**config.mk**
```make
export PLATFORM = sky130hd
export DESIGN_NAME = digital_clock_core
export DESIGN_NICKNAME = d
export VERILOG_FILES = /design/src/rtl/digital_clock_core.sv
export SDC_FILE = /design/constraint.sdc
export NUM_CORES = 1
export LEC_CHECK = 0
export CAP_MARGIN = 10
export CORE_MARGIN = 4
export CORE_UTILIZATION = 60
export DETAILED_ROUTE_END_ITERATION = 8
export DONT_BUFFER_PORTS = 1
export PLACE_DENSITY = 0.76
export RECOVER_POWER = 50
export SYNTH_ARGS = -nofsm -noshare
export SYNTH_HDL_FRONTEND = slang
export SYNTH_SLANG_ARGS = --single-unit
```
**constraint.sdc**
```tcl
create_clock -name CLOCK_50 -period 3.8 [get_ports CLOCK_50]
set_clock_uncertainty 0.2 [all_clocks]
set_input_delay 0.38 -clock CLOCK_50 [delete_from_list [all_inputs] [get_ports CLOCK_50]]
set_output_delay 0.38 -clock CLOCK_50 [all_outputs]
set_load 0.02 [all_outputs]
```
**src/rtl/digital_clock_core.sv**
```systemverilog
// 24-hour HH:MM:SS timekeeper with set modes, keys and active-low 7-segment outputs.
// Optional BLINK_EN: blanks the digits of the field being set while clk1 is low.
module digital_clock_core #(
    parameter int SYNC_STAGES = 2,
    parameter int HOUR_MOD    = 24
) (
    input  logic       CLOCK_50,
    input  logic       reset,
    input  logic       clk1,
    input  logic       K0,
    input  logic       K1,
    input  logic       K2,
    input  logic       K3,
    input  logic       trans,
    output logic [6:0] HEX5,
    output logic [6:0] HEX4,
    output logic [6:0] HEX3,
    output logic [6:0] HEX2,
    output logic [6:0] HEX1,
    output logic [6:0] HEX0,
    output logic [5:0] count_dis_s,
    output logic [5:0] count_dis_m,
    output logic [5:0] count_dis_h,
    output logic [6:0] state7,
    output logic       c1s,
    output logic       c0s,
    output logic       c1m,
    output logic       c0m,
    output logic       c1h,
    output logic       c0h,
    output logic       equal60_min,
    output logic       equal60
);

    localparam logic [1:0] MODE_NORMAL   = 2'd0;
    localparam logic [1:0] MODE_SET_SEC  = 2'd1;
    localparam logic [1:0] MODE_SET_MIN  = 2'd2;
    localparam logic [1:0] MODE_SET_HOUR = 2'd3;

    localparam logic [5:0] SEC_LAST  = 6'd59;
    localparam logic [5:0] HOUR_LAST = 6'(HOUR_MOD - 1);

    // Raw input bundle {trans, clk1, K3, K2, K1, K0}; idle levels are the reset values
    // so no edge is seen when reset releases with keys up.
    localparam logic [5:0] SYNC_IDLE = 6'b00_1111;

    function automatic logic [6:0] seg7(input logic [3:0] digit);
        case (digit)
            4'd0:    seg7 = 7'b1000000;
            4'd1:    seg7 = 7'b1111001;
            4'd2:    seg7 = 7'b0100100;
            4'd3:    seg7 = 7'b0110000;
            4'd4:    seg7 = 7'b0011001;
            4'd5:    seg7 = 7'b0010010;
            4'd6:    seg7 = 7'b0000010;
            4'd7:    seg7 = 7'b1111000;
            4'd8:    seg7 = 7'b0000000;
            4'd9:    seg7 = 7'b0010000;
            default: seg7 = 7'b1111111;
        endcase
    endfunction

    // ------------------------------------------------------------------
    // Input synchronizers and edge detection
    // ------------------------------------------------------------------
    logic [5:0] raw_in;
    logic [5:0] sync_q [SYNC_STAGES];
    logic [5:0] prev_q;
    logic [5:0] sync_out;

    assign raw_in   = {trans, clk1, K3, K2, K1, K0};
    assign sync_out = sync_q[SYNC_STAGES-1];

    // NOTE: every synchronizer stage is reset; these are flops, not a RAM, so a reset costs nothing and avoids X edges.
    always_ff @(posedge CLOCK_50 or posedge reset) begin
        if (reset) begin
            for (int i = 0; i < SYNC_STAGES; i++) sync_q[i] <= SYNC_IDLE;
            prev_q <= SYNC_IDLE;
        end else begin
            sync_q[0] <= raw_in;
            for (int i = 1; i < SYNC_STAGES; i++) sync_q[i] <= sync_q[i-1];
            prev_q <= sync_out;
        end
    end

    logic k0_ev, k1_ev, k2_ev, k3_ev, tick_ev, trans_ev, clk1_s;

    assign k0_ev    = prev_q[0] & ~sync_out[0];
    assign k1_ev    = prev_q[1] & ~sync_out[1];
    assign k2_ev    = prev_q[2] & ~sync_out[2];
    assign k3_ev    = prev_q[3] & ~sync_out[3];
    assign tick_ev  = ~prev_q[4] & sync_out[4];
    assign trans_ev = ~prev_q[5] & sync_out[5];
    assign clk1_s   = sync_out[4];

    // ------------------------------------------------------------------
    // Time-keeping state
    // ------------------------------------------------------------------
    logic [5:0] sec_q, sec_d, min_q, min_d, hour_q, hour_d;
    logic [1:0] mode_q, mode_d;
    logic       pend_q, pend_d;
    logic       wrap_s_q, wrap_s_d, wrap_m_q, wrap_m_d;
    logic       key_any, tick_any, sec_run, min_run, hour_run;

    assign key_any  = k0_ev | k1_ev | k2_ev | k3_ev;
    assign tick_any = tick_ev | pend_q;
    assign sec_run  = (mode_q != MODE_SET_SEC);
    assign min_run  = (mode_q == MODE_NORMAL) || (mode_q == MODE_SET_HOUR);
    assign hour_run = (mode_q == MODE_NORMAL);

    // NOTE: every signal assigned here gets a default first, so no path leaves it unassigned and no latch is inferred.
    always_comb begin
        sec_d    = sec_q;
        min_d    = min_q;
        hour_d   = hour_q;
        mode_d   = mode_q;
        pend_d   = 1'b0;
        wrap_s_d = 1'b0;
        wrap_m_d = 1'b0;

        if (trans_ev) mode_d = mode_q + 2'd1;

        if (k3_ev) begin
            sec_d  = (sec_q  == '0) ? SEC_LAST  : sec_q  - 6'd1;
            min_d  = (min_q  == '0) ? SEC_LAST  : min_q  - 6'd1;
            hour_d = (hour_q == '0) ? HOUR_LAST : hour_q - 6'd1;
        end else begin
            if (k0_ev) sec_d  = (sec_q  == SEC_LAST)  ? '0 : sec_q  + 6'd1;
            if (k1_ev) min_d  = (min_q  == SEC_LAST)  ? '0 : min_q  + 6'd1;
            if (k2_ev) hour_d = (hour_q == HOUR_LAST) ? '0 : hour_q + 6'd1;
        end

        // A key owns this cycle; a coincident tick waits one cycle.
        if (key_any) begin
            pend_d = tick_any;
        end else if (tick_any && sec_run) begin
            if (sec_q == SEC_LAST) begin
                sec_d    = '0;
                wrap_s_d = 1'b1;
                if (min_run) begin
                    if (min_q == SEC_LAST) begin
                        min_d    = '0;
                        wrap_m_d = 1'b1;
                        if (hour_run) hour_d = (hour_q == HOUR_LAST) ? '0 : hour_q + 6'd1;
                    end else begin
                        min_d = min_q + 6'd1;
                    end
                end
            end else begin
                sec_d = sec_q + 6'd1;
            end
        end
    end

    // NOTE: sequential state uses non-blocking assignments so all flops see pre-edge values.
    always_ff @(posedge CLOCK_50 or posedge reset) begin
        if (reset) begin
            sec_q    <= '0;
            min_q    <= '0;
            hour_q   <= '0;
            mode_q   <= MODE_NORMAL;
            pend_q   <= 1'b0;
            wrap_s_q <= 1'b0;
            wrap_m_q <= 1'b0;
        end else begin
            sec_q    <= sec_d;
            min_q    <= min_d;
            hour_q   <= hour_d;
            mode_q   <= mode_d;
            pend_q   <= pend_d;
            wrap_s_q <= wrap_s_d;
            wrap_m_q <= wrap_m_d;
        end
    end

    // ------------------------------------------------------------------
    // Registered display and debug outputs
    // ------------------------------------------------------------------
    logic       blank_s, blank_m, blank_h;
    logic [6:0] hex0_d, hex1_d, hex2_d, hex3_d, hex4_d, hex5_d;

`ifdef BLINK_EN
    assign blank_s = (mode_q == MODE_SET_SEC)  && !clk1_s;
    assign blank_m = (mode_q == MODE_SET_MIN)  && !clk1_s;
    assign blank_h = (mode_q == MODE_SET_HOUR) && !clk1_s;
`else
    assign blank_s = 1'b0;
    assign blank_m = 1'b0;
    assign blank_h = 1'b0;
`endif

    always_comb begin
        hex0_d = blank_s ? 7'h7F : seg7(4'(sec_q  % 6'd10));
        hex1_d = blank_s ? 7'h7F : seg7(4'(sec_q  / 6'd10));
        hex2_d = blank_m ? 7'h7F : seg7(4'(min_q  % 6'd10));
        hex3_d = blank_m ? 7'h7F : seg7(4'(min_q  / 6'd10));
        hex4_d = blank_h ? 7'h7F : seg7(4'(hour_q % 6'd10));
        hex5_d = blank_h ? 7'h7F : seg7(4'(hour_q / 6'd10));
    end

    always_ff @(posedge CLOCK_50 or posedge reset) begin
        if (reset) begin
            HEX0        <= 7'b1000000;
            HEX1        <= 7'b1000000;
            HEX2        <= 7'b1000000;
            HEX3        <= 7'b1000000;
            HEX4        <= 7'b1000000;
            HEX5        <= 7'b1000000;
            state7      <= 7'b1000000;
            count_dis_s <= '0;
            count_dis_m <= '0;
            count_dis_h <= '0;
            c1s         <= 1'b0;
            c0s         <= 1'b0;
            c1m         <= 1'b0;
            c0m         <= 1'b0;
            c1h         <= 1'b0;
            c0h         <= 1'b0;
            equal60     <= 1'b0;
            equal60_min <= 1'b0;
        end else begin
            HEX0        <= hex0_d;
            HEX1        <= hex1_d;
            HEX2        <= hex2_d;
            HEX3        <= hex3_d;
            HEX4        <= hex4_d;
            HEX5        <= hex5_d;
            state7      <= seg7({2'b00, mode_q});
            count_dis_s <= sec_q;
            count_dis_m <= min_q;
            count_dis_h <= hour_q;
            c1s         <= (sec_q == SEC_LAST);
            c0s         <= (sec_q % 6'd10) == 6'd9;
            c1m         <= (min_q == SEC_LAST);
            c0m         <= (min_q % 6'd10) == 6'd9;
            c1h         <= (hour_q == HOUR_LAST);
            c0h         <= (hour_q % 6'd10) == 6'd9;
            equal60     <= wrap_s_q;
            equal60_min <= wrap_m_q;
        end
    end

endmodule

```
# [Yosys cells after proc, flatten, opt, wreduce, memory -nomap -nowiden]
# Memories as Yosys holds them, arrays and structs flattened. A register that Yosys moved wholly into a read port is not among the register bits.
# Cells that the tools add are included.
# Widths: inputs -> output; s select.
[word_totals] input_bits=8 n_memories=6 mem_bits_ro=672 register_bits=74 elab_cells=107
[classes] bitwise_logic=16 n_reduce_logical=6 div_mod_pow=6 n_eq_ne=10 mux=34 addsub=7
[memory_table] name="(no name shown)" words=16 word_bits=7 rd=1 rd_ports_with_merged_regs=1 write_ports=0 line="48" rtl="case (digit)"
[memory_table] name="(no name shown)" words=16 word_bits=7 rd=1 rd_ports_with_merged_regs=1 write_ports=0 line="48"
[memory_table] name="(no name shown)" words=16 word_bits=7 rd=1 rd_ports_with_merged_regs=1 write_ports=0 line="48"
[memory_table] name="(no name shown)" words=16 word_bits=7 rd=1 rd_ports_with_merged_regs=1 write_ports=0 line="48"
[memory_table] name="(no name shown)" words=16 word_bits=7 rd=1 rd_ports_with_merged_regs=1 write_ports=0 line="48"
[memory_table] name="(no name shown)" words=16 word_bits=7 rd=1 rd_ports_with_merged_regs=1 write_ports=0 line="48"
[op_table] op="$mux 6" n=24
[op_table] op="$pmux 7 s4" n=1
[op_table] op="$add 6x1->6 const B" n=3
[op_table] op="$div 6x4->6 const B" n=3
[op_table] op="$eq 6x4->1 const B" n=3
[op_table] op="$logic_not 6->1" n=3
[op_table] op="$mod 6x4->6 const B" n=3
[op_table] op="$sub 6x1->6 const B" n=3
[op_table] op="$eq 6x6->1 const B" n=2
[op_table] op="$mux 1" n=9
[op_table] op="$and 1x1->1" n=6
[op_table] op="$eq 6x5->1 const B" n=1
[op_table] op="$not 1->1" n=6
[op_table] op="$eq 2x2->1 const B" n=2
[op_table] op="$or 1x1->1" n=4
[op_table] op="$add 2x1->2 const B" n=1
[op_table] op="$eq 2x1->1 const B" n=1
[op_table] op="$logic_not 2->1" n=1
[op_table] op="$ne 2x1->1 const B" n=1
[op_table] op="$logic_and 1x1->1" n=1
[op_table] op="$logic_or 1x1->1" n=1

# [Longest topological paths before layout]
# Gate-level depths: netlist of run 1.
[depth] depth_word=10 depth_mapped=14 mapped_depth_nobuf=12

# [Worst setup path before layout of run 1]
# Ideal clock, no wire load.
[synth_path] kind="register -> register" startpoint="register min_q[0]" endpoint="register HEX2[3]" stages_incl_launch_ff=14 period_less_slack_ns=3.094 required_time_ns=3.510 path_slack_ns=0.706 t_arrival_ns=2.804 cell_sequence="dfrtp_1 > clkbuf_1 > inv_1 > ha_1 > nor2_2 > o21ai_1 > a211oi_4 > or2_1 > buf_4 > nand2_4 > ha_1 > inv_1 > o221a_1 > o221ai_1"
[synth_via] elab_chain_cells=1
[synth_rtl] item="start, declared" line="99" rtl="logic [5:0] sec_q, sec_d, min_q, min_d, hour_q, hour_d;"
[synth_rtl] item="start signal, assigned" line="167" rtl="min_q <= min_d;"
[synth_rtl] item="$mod 6x4->6" line="195" rtl="hex2_d = blank_m ? 7'h7F : seg7(4'(min_q % 6'd10));"
[synth_rtl] item="end, declared" line="18" rtl="output logic [6:0] HEX2,"
# Every way passes these cells.
# A chain may end at the register's enable or synchronous reset.

# [Worst setup path after layout of run 1]
[layout_path] startpoint="register sec_q[3]" endpoint="register HEX1[3]"
[layout_via] elab_chain_cells=1
[layout_rtl] item="start, declared" line="99"
[layout_rtl] item="start signal, assigned" line="158" rtl="sec_q <= '0;"
[layout_rtl] item="start signal, assigned" line="166" rtl="sec_q <= sec_d;"
[layout_rtl] item="$div 6x4->6" line="194" rtl="hex1_d = blank_s ? 7'h7F : seg7(4'(sec_q / 6'd10));"
[layout_rtl] item="end, declared" line="19" rtl="output logic [6:0] HEX1,"
# Every way passes these cells.

==> results.py, run 1 <==
metrics = {
    "sta": {
        "setup_slack_ns": 0.5882,
        "hold_viol_final": 0,
        "max_freq_mhz": 311.3,
        "slew_viol_final": 70,
        "fin_crit_sh_pct": 84.52,
        "setup_tns_ns": 0,
        "timing.hold.ws_ns": 0.1490,
        "rsz0062_at_grt": "false",
        "layout_min_cycle_time_ns": 3.212,
        "max-slew-margin-rel_pct": -65.32,
        "finalSetupViolCount": 0,
        "worst_pin_slew_ns": 2.477,
    },
    "clocking": {
        "cts.clk_slew.worst_paths_ns": 0.06,
        "clockBufferDepth": 2,
        "holdBufCountCts": 7,
        "cts.sinks": 114,
        "cts.htree.levels": 4,
        "cts_resized": 0,
        "postCtsSetupBuffers": 0,
        "numCtsBuffers": 17,
        "tritoncts": "done",
        "root_buffer": "clkbuf_8",
        "clk_latency_ns": 0.52,
    },
    "die": {
        "core_area_um2": 9955,
        "num_rows": 36,
        "ios": 83,
        "fp.dieArea_um2": 12110,
        "die_h_um": 110.0,
        "start_util_pct": 62.75,
        "die_x_um": 110.0,
    },
    "finish": {
        "final_cell_mix": "dfrtp_1 (95), nand2_1 (52), nor2_1 (49)",
        "final_common_cell": "dfrtp_1",
        "area_growth_pct": 10.88,
        "layoutNonFillerInstCount": 785,
        "drive_gt1_share_pct": 11.96,
        "n_antenna_cell": 0,
        "num-nets-final": 687,
    },
    "grt": {
        "overflow": 0,
        "grt_pass1_wl_um": 22040,
        "grt_pass1_vias": 4556,
        "grtUsageTotal_pct": 23.30,
        "antenna_found_initial": 0,
        "grt_max_degree": 70,
    },
    "logic_synthesis": {
        "synth_cell_types": 85,
        "syn_nets": 685,
        "syn-instance-count": 637,
        "netlist_top_cells_area": "dfrtp_1 (38%), ha_1 (8.0%), dfstp_2 (8.0%), o21ai_0 (3.8%), nand2_1 (3.1%)",
        "synthFlopType": "dfrtp_1",
        "yosys.area.top_type": "dfrtp_1",
        "syn-cell-area_um2": 6246,
        "ys_seq_area_share_pct": 46.05,
        "synth_top_area_share_pct": 38.06,
        "synth_edf_count": 0,
        "syn_area_per_cell_um2": 9.805,
        "synthArstFlopShare_pct": 100.0,
        "yosysWarningCount": 0,
        "synth_seq_cells": 114,
    },
    "setup_path": {
        "cp.arrival_ns": 3.44,
        "worstPathMaxFanout": 19,
        "worstSetupPathType": "reg -> reg",
        "end_kind": "flip-flop",
        "cp_data_required_time_ns": 4.02,
        "slowest_delay_ns": 0.71,
        "critPathMostFrequentCell": "nor2_1",
        "cp_cell_sequence": "clkbuf_1 -> a21oi_1 -> o21bai_1 -> nand4_1 -> nor2_1 -> nor2_1 -> nor2_1 -> inv_1 -> ha_1 -> o21ai_0",
        "critPathLaunchType": "flip-flop",
        "slowest_stage": "clkbuf_1",
    },
    "placed_design": {
        "dp_slack_ns": 0.5925,
        "io_buffers": 0,
        "place_inst": 746,
        "place.gp.congestion": 0.9394,
        "hpwlAfterDp_um": 8733,
    },
    "routing": {
        "vias": 4787,
        "vias_per_cell": 6.098,
        "drt_iter0_drc": 237,
        "final_antenna_net_count": 0,
        "wl_per_cell_um": 16.64,
        "routed_wl_um": 13060,
        "firstDrtPassIters": 5,
        "post-route-drc-count": 0,
    },
    "status": {
        "violations": "max-capacitance violations, max-slew violations",
        "outcome": "finished, violations left",
    },
    "job": {
        "maxCapViolations": 1,
    },
    "min_path": {
        "hold_class": "reg -> reg",
    },
}
-- flip-flops by register name (all words and copies together), names as in the netlist, 2 cells and up --
| register | cells |
|---|---|
| mode_q | 2 |
| prev_q | 6 |
| HEX0 | 7 |
| hour_q | 6 |
| count_dis_h | 6 |
| HEX2 | 7 |
| HEX4 | 7 |
| count_dis_s | 6 |
| HEX5 | 7 |
| count_dis_m | 6 |
| sync_q | 6 |
| HEX3 | 7 |
| min_q | 6 |
| state7 | 5 |
| sec_q | 6 |
| sync_out | 6 |
| HEX1 | 7 |
-- logic make-up (layout without fill, tap and decap cells) --
kind of cell,count (synthesis),after routing,share of synthesized area [%]
and+or+nand+nor,207,207,17.19
AOI/OAI and AO/OA,186,186,20.51
DFF,114,114,46.05
buffers and inverters,67,82,4.928
adders and majority gates,41,41,8.173
xor gates and xnor gates,15,15,2.103
muxes,6,6,0.9816
other,1,1,0.06004
-- worst max-delay path: cells and delay by family (launching register included) --
kind                     cells  cell delay, ns
AO/OA/AOI/OAI                3            0.51
adder cells (fa/ha/maj)      1            0.30
buffers and inverters        2            0.83
flip-flops                   1            0.35
AND/OR/NAND/NOR              4            0.92
-- routing by layer --
| metal | wire, um | share of wire [%] | vias up | GRT usage [%] |
|---|---|---|---|---|
| met1 | 5567 | 43 | 2304 | 30.06 |
| met4 | 280 | 2.1 | 0 | 8.905 |
| li1 | - | - | 2281 | - |
| met2 | 6308 | 48 | 178 | 36.53 |
| met5 | 0 | 0 | - | 0 |
| met3 | 902 | 6.9 | 24 | 7.688 |
-- synth_stat cells, types with 6 or more instances --
cell type	instances
nor2_1	49
dfrtp_1	95
nand2_1	52
inv_1	27
o22ai_1	13
o21ai_0	48
nand2b_1	14
a21o_1	7
nand3_1	16
a21oi_1	36
dfstp_2	19
ha_1	40
and2_1	9
xnor2_1	11
nor2b_1	11
o21ai_1	6
a31oi_1	7
buf_2	9
clkbuf_1	17
nor3_1	17
-- stage by stage --
| step | utilization [%] | instance area (um^2) |
|---|---|---|
| final | 69.57 | 6925 |
| after global routing | 69.57 | 6925 |
| after CTS | 69.82 | 6950 |
| after detailed placement | 63.50 | 6321 |
| after global placement | 63.50 | 6321 |
| after floorplan | - | 6246 |
-- final cells by class --
type                            instances  area [um^2]
Clock buffer                           19        421.7
Inverter                               29        108.9
Fill cell                             749         3029
Tap cell                              133        166.4
Multi-Input combinational cell        456         3062
Timing Repair Buffer                   21        152.6
Sequential cell                       114         2877
Clock inverter                         13        137.6
-- path summary, 6_finish.rpt --
kind                                           start                        to  slack, ns  cells after the start
worst max-delay path              sec_q[3]$_DFF_PP0_         HEX1[3]$_DFF_PP0_       0.59                     10
min in group asynchronous                      reset  count_dis_m[4]$_DFF_PP0_       0.98                      2
worst max register to register    sec_q[3]$_DFF_PP0_         HEX1[3]$_DFF_PP0_       0.59                     10
max in group asynchronous                      reset       prev_q[1]$_DFF_PP1_       0.97                      3
worst min-delay path            sync_q[11]$_DFF_PP0_     sync_out[5]$_DFF_PP0_       0.15                      0
worst min register to register  sync_q[11]$_DFF_PP0_     sync_out[5]$_DFF_PP0_       0.15                      0
Power of run 1 is left out: the tool's default activity adds up to more than one toggle a clock period on the data nets, which glitch-free logic cannot reach.
==> inputs of run 2 (changes only) <==
==> constraint.sdc (replaced) <==
create_clock -name CLOCK_50 -period 3.07 [get_ports CLOCK_50]
set_clock_uncertainty 0.2 [all_clocks]
set_input_delay 0.307 -clock CLOCK_50 [delete_from_list [all_inputs] [get_ports CLOCK_50]]
set_output_delay 0.307 -clock CLOCK_50 [all_outputs]
set_load 0.02 [all_outputs]
==> run 2 against run 1 <==
Compared with the run above: the run now ends clean; largest cell class unchanged; global-route usage up 0.27 points; worst setup slack worse by 0.35 ns; routed wire length up 3.5%.
==> results.py, run 2 (synthesis gave the netlist of run 1 again) <==
metrics = {
    "status": {
        "outcome": "complete, no violations",
    },
    "sta": {
        "max-slew-margin-rel_pct": 0.7883,
        "setup_slack_ns": 0.2367,
        "worst_pin_slew_ns": 1.488,
        "hold_viol_final": 0,
        "setup_tns_ns": 0,
        "layout_min_cycle_time_ns": 2.833,
        "slew_viol_final": 0,
        "finalSetupViolCount": 0,
        "rsz0062_at_grt": "false",
        "fin_crit_sh_pct": 92.29,
        "max_freq_mhz": 352.9,
    },
    "finish": {
        "final_cell_mix": "dfrtp_1 (95), nand2_1 (52), o21ai_0 (48), nor2_1 (48), ha_1 (40)",
        "layoutNonFillerInstCount": 796,
        "n_antenna_cell": 0,
        "final_area_um2": 7004,
        "fill_cells": 751,
        "area_growth_pct": 12.14,
        "drive_gt1_share_pct": 13.73,
        "num-nets-final": 698,
        "final_common_cell": "dfrtp_1",
    },
    "setup_path": {
        "slowest_delay_ns": 0.83,
        "slowest_stage": "dfrtp_1",
        "cp_cell_sequence": "nand2b_4 -> or3_4 -> nor4_1 -> nand3_1 -> nand2_1 -> o21ai_1 -> a221o_1",
        "rr_startpoint": "sec_q[5]$_DFF_PP0_",
        "cp.arrival_ns": 3.02,
        "worstPathMaxFanout": 23,
        "end_kind": "flip-flop",
        "worstSetupPathType": "reg -> reg",
        "crit_family": "simple AND/OR/NAND/NOR gates",
        "critPathLaunchType": "flip-flop",
        "cp.buffers_inverters": 0,
        "setup.worst_path.start": "sec_q[5]$_DFF_PP0_",
        "cp_data_required_time_ns": 3.26,
    },
    "placed_design": {
        "place_inst": 757,
        "place_area_um2": 6417,
        "hpwlAfterDp_um": 8950,
        "place.gp.congestion": 0.8576,
        "dp_slack_ns": 0.2469,
        "io_buffers": 0,
    },
    "clocking": {
        "cts.htree.levels": 4,
        "cts.sinks": 114,
        "tritoncts": "done",
        "cts.clk_slew.worst_paths_ns": 0.06,
        "clockBufferDepth": 2,
        "root_buffer": "clkbuf_8",
        "numCtsBuffers": 17,
        "clk_latency_ns": 0.51,
        "postCtsSetupBuffers": 0,
    },
    "grt": {
        "overflow": 0,
        "grt_pass1_vias": 4650,
        "grt_max_degree": 115,
        "grt_pass1_wl_um": 22470,
        "antenna_found_initial": 0,
        "grtUsageTotal_pct": 23.57,
    },
    "die": {
        "fp.dieArea_um2": 12110,
        "core_area_um2": 9955,
        "num_rows": 36,
        "ios": 83,
        "die_x_um": 110.0,
        "start_util_pct": 62.75,
        "die_h_um": 110.0,
    },
    "routing": {
        "firstDrtPassIters": 6,
        "drt_iter0_drc": 320,
        "routed_wl_um": 13520,
        "vias": 4848,
        "final_antenna_net_count": 0,
        "post-route-drc-count": 0,
        "wl_per_cell_um": 16.98,
        "vias_per_cell": 6.090,
    },
    "job": {
        "maxCapViolations": 0,
    },
    "min_path": {
        "hold_class": "in -> reg",
        "hp-start": "K0",
    },
}
## run 2: timing repair
action / 4_1_cts / 5_1_grt
hold buffers: 7 / 0
gates resized for setup: 0 / 1
hold endpoints to repair: 101 / 0
setup endpoints to repair: 0 / 1
## run 2: per-stage QoR
step / util, % / hold WS (ns)
after floorplan: - / 0.1115
after global placement: 64.47 / 0.1116
after detailed placement: 64.47 / 0.1116
after CTS: 70.69 / 0.1108
after global routing: 70.36 / 0.1191
final: 70.36 / 0.1322
## run 2: cell type report
| cell class | count | area (um^2) | share of cell area, % |
|---|---|---|---|
| inverters | 29 | 112.6 | 1.608 |
| multi-input cells | 456 | 3064 | 43.75 |
| clock buffers | 23 | 466.7 | 6.663 |
| clock inverters | 9 | 82.58 | 1.179 |
| well taps | 133 | 166.4 | 2.376 |
| flip-flops and latches | 114 | 2877 | 41.07 |
| repair buffers | 32 | 235.2 | 3.358 |
## run 2: path summary, 6_finish.rpt
check,endpoint,slack [ns],cells past startpoint
max,hour_q[1]$_DFF_PP0_,0.24,7
min,sync_q[6]$_DFF_PP1_,0.13,1
max reg2reg,hour_q[1]$_DFF_PP0_,0.24,7
min reg2reg,sync_out[5]$_DFF_PP0_,0.15,0
max in group asynchronous,HEX5[5]$_DFF_PP0_,1.10,3
min in group asynchronous,sync_q[10]$_DFF_PP0_,0.62,3
## run 2: per-layer routing
layer | GRT usage [%] | part of all wire (%)
met3 | 5.766 | 5.9
met5 | 0 | 0
met4 | 7.747 | 1.5
met1 | 29.54 | 41
met2 | 40.03 | 51
Power of run 2 is left out for the same reason.
==> inputs of run 3 (changes only) <==
--- a/config.mk
+++ b/config.mk
@@ -7,10 +7,10 @@
 export LEC_CHECK = 0
 export CAP_MARGIN = 10
 export CORE_MARGIN = 4
-export CORE_UTILIZATION = 60
+export CORE_UTILIZATION = 58
 export DETAILED_ROUTE_END_ITERATION = 8
 export DONT_BUFFER_PORTS = 1
-export PLACE_DENSITY = 0.76
+export PLACE_DENSITY = 0.74
 export RECOVER_POWER = 50
 export SYNTH_ARGS = -nofsm -noshare
 export SYNTH_HDL_FRONTEND = slang
==> run 3 against run 2 <==
Compared with the run above: first-iteration DRC count is 26% higher; global-route usage shrank 1.3 points; flip-flop and latch count stayed put; core utilization is 3.5 points lower; cell area decreased by 0.50%; sequential share of layout area is 0.21 points higher; worst setup slack lost 0.019 ns; largest cell class unchanged.
==> results.py, run 3 (synthesis gave the netlist of run 1 again) <==
metrics = {
    "grt": {
        "grt_pass1_vias": 4710,
        "antenna_found_initial": 0,
        "overflow": 0,
        "grt_pass1_wl_um": 23000,
        "grt_max_degree": 83,
        "grtUsageTotal_pct": 22.24,
    },
    "min_path": {
        "hold_depth": 1,
        "hp-start": "K3",
        "hold_end": "sync_q[9]$_DFF_PP1_",
        "hold_class": "in -> reg",
    },
    "routing": {
        "routed_wl_um": 13280,
        "drt_iter0_drc": 402,
        "vias": 4884,
        "wl_per_cell_um": 16.62,
        "post-route-drc-count": 0,
        "firstDrtPassIters": 5,
        "final_antenna_net_count": 0,
        "vias_per_cell": 6.113,
    },
    "placed_design": {
        "place.gp.congestion": 0.8561,
        "place_inst": 760,
        "io_buffers": 0,
        "dp_slack_ns": 0.2675,
        "hpwlAfterDp_um": 9089,
    },
    "clocking": {
        "cts.clk_slew.worst_paths_ns": 0.06,
        "cts.htree.levels": 4,
        "clockBufferDepth": 2,
        "root_buffer": "clkbuf_8",
        "clk_latency_ns": 0.52,
        "cts_resized": 0,
        "tritoncts": "done",
        "postCtsSetupBuffers": 0,
        "cts.sinks": 114,
        "holdBufCountCts": 7,
        "numCtsBuffers": 17,
    },
    "setup_path": {
        "critPathLaunchType": "flip-flop",
        "rr_startpoint": "sec_q[4]$_DFF_PP0_",
        "worstSetupPathType": "reg -> reg",
        "r2r_slack_ns": 0.22,
        "r2r_end": "HEX0[3]$_DFF_PP0_",
        "end_kind": "flip-flop",
        "cp_data_required_time_ns": 3.26,
        "cp.arrival_ns": 3.04,
        "worstPathMaxFanout": 8,
        "reg2reg_depth": 10,
    },
    "finish": {
        "multi_input_comb_area_um2": 3062,
        "area_growth_pct": 11.58,
        "fill_cells": 814,
        "utilization_pct": 66.91,
        "drive_gt1_share_pct": 13.57,
        "final_cell_mix": "dfrtp_1 (95), nand2_1 (52), nor2_1 (49)",
        "num-nets-final": 698,
        "seqCellArea_um2": 2877,
        "n_antenna_cell": 0,
        "layoutNonFillerInstCount": 799,
        "final_common_cell": "dfrtp_1",
    },
    "sta": {
        "worst_pin_slew_ns": 1.394,
        "max-slew-margin-rel_pct": 6.536,
        "rsz0062_at_grt": "false",
        "finalSetupViolCount": 0,
        "slew_viol_final": 0,
        "layout_min_cycle_time_ns": 2.852,
        "fin_crit_sh_pct": 92.89,
        "setup_slack_ns": 0.2182,
        "max_freq_mhz": 350.7,
        "setup_tns_ns": 0,
        "hold_viol_final": 0,
    },
    "die": {
        "die_x_um": 111.8,
        "die_h_um": 111.8,
        "start_util_pct": 59.96,
        "fp.dieArea_um2": 12490,
        "ios": 83,
        "core_area_um2": 10420,
        "num_rows": 37,
    },
    "job": {
        "maxCapViolations": 0,
    },
    "status": {
        "outcome": "complete, no violations",
    },
}
==> run 3: worst max-delay path by stage <==
stage	from	to	depth (start not counted)
after CTS	sec_q[5]$_DFF_PP0_	hour_q[1]$_DFF_PP0_	7
final	sec_q[4]$_DFF_PP0_	HEX0[3]$_DFF_PP0_	10
after global placement	sec_q[5]$_DFF_PP0_	hour_q[1]$_DFF_PP0_	7
after detailed placement	min_q[4]$_DFF_PP0_	HEX2[3]$_DFF_PP0_	10
after global routing	sec_q[5]$_DFF_PP0_	hour_q[1]$_DFF_PP0_	7
after floorplan	min_q[0]$_DFF_PP0_	HEX2[3]$_DFF_PP0_	13
==> run 3: area by class of cell <==
cell class                 instances  area share [%]
timing repair buffer              32           3.214
sequential                       114           41.27
inverter                          29           1.580
clock buffer                      17           5.943
multi-input combinational        456           43.93
tap                              136           2.442
clock inverter                    15           1.616
==> run 3: metrics by stage <==
stage          cell area (um^2)  hold slack (ns)
3_3_place_gp               6421           0.1103
3_5_place_dp               6421           0.1116
6_report                   6969           0.1320
5_1_grt                    6969           0.1194
4_1_cts                    7018           0.1058
2_1_floorplan              6250           0.1115
==> run 3: per-layer routing <==
metal / GRT usage [%] / share of wire, % / vias to the layer above
met5: 0 / 0 / -
met4: 7.705 / 1.6 / 0
met3: 5.978 / 7.4 / 23
met2: 36.53 / 49 / 211
met1: 28.51 / 41 / 2345
li1: - / - / 2305
==> run 3: critical path, stage by stage, from the launching register on <==
cell and delay [ns]:
dfrtp_1 0.37, inv_2 0.08, ha_1 0.39, and4bb_1 0.24, a31oi_1 0.18, and2_1 0.33
nand3_1 0.17, o211ai_4 0.19, ha_1 0.30, o21ai_0 0.18, nand3_1 0.10
Power of run 3 is left out for the same reason.
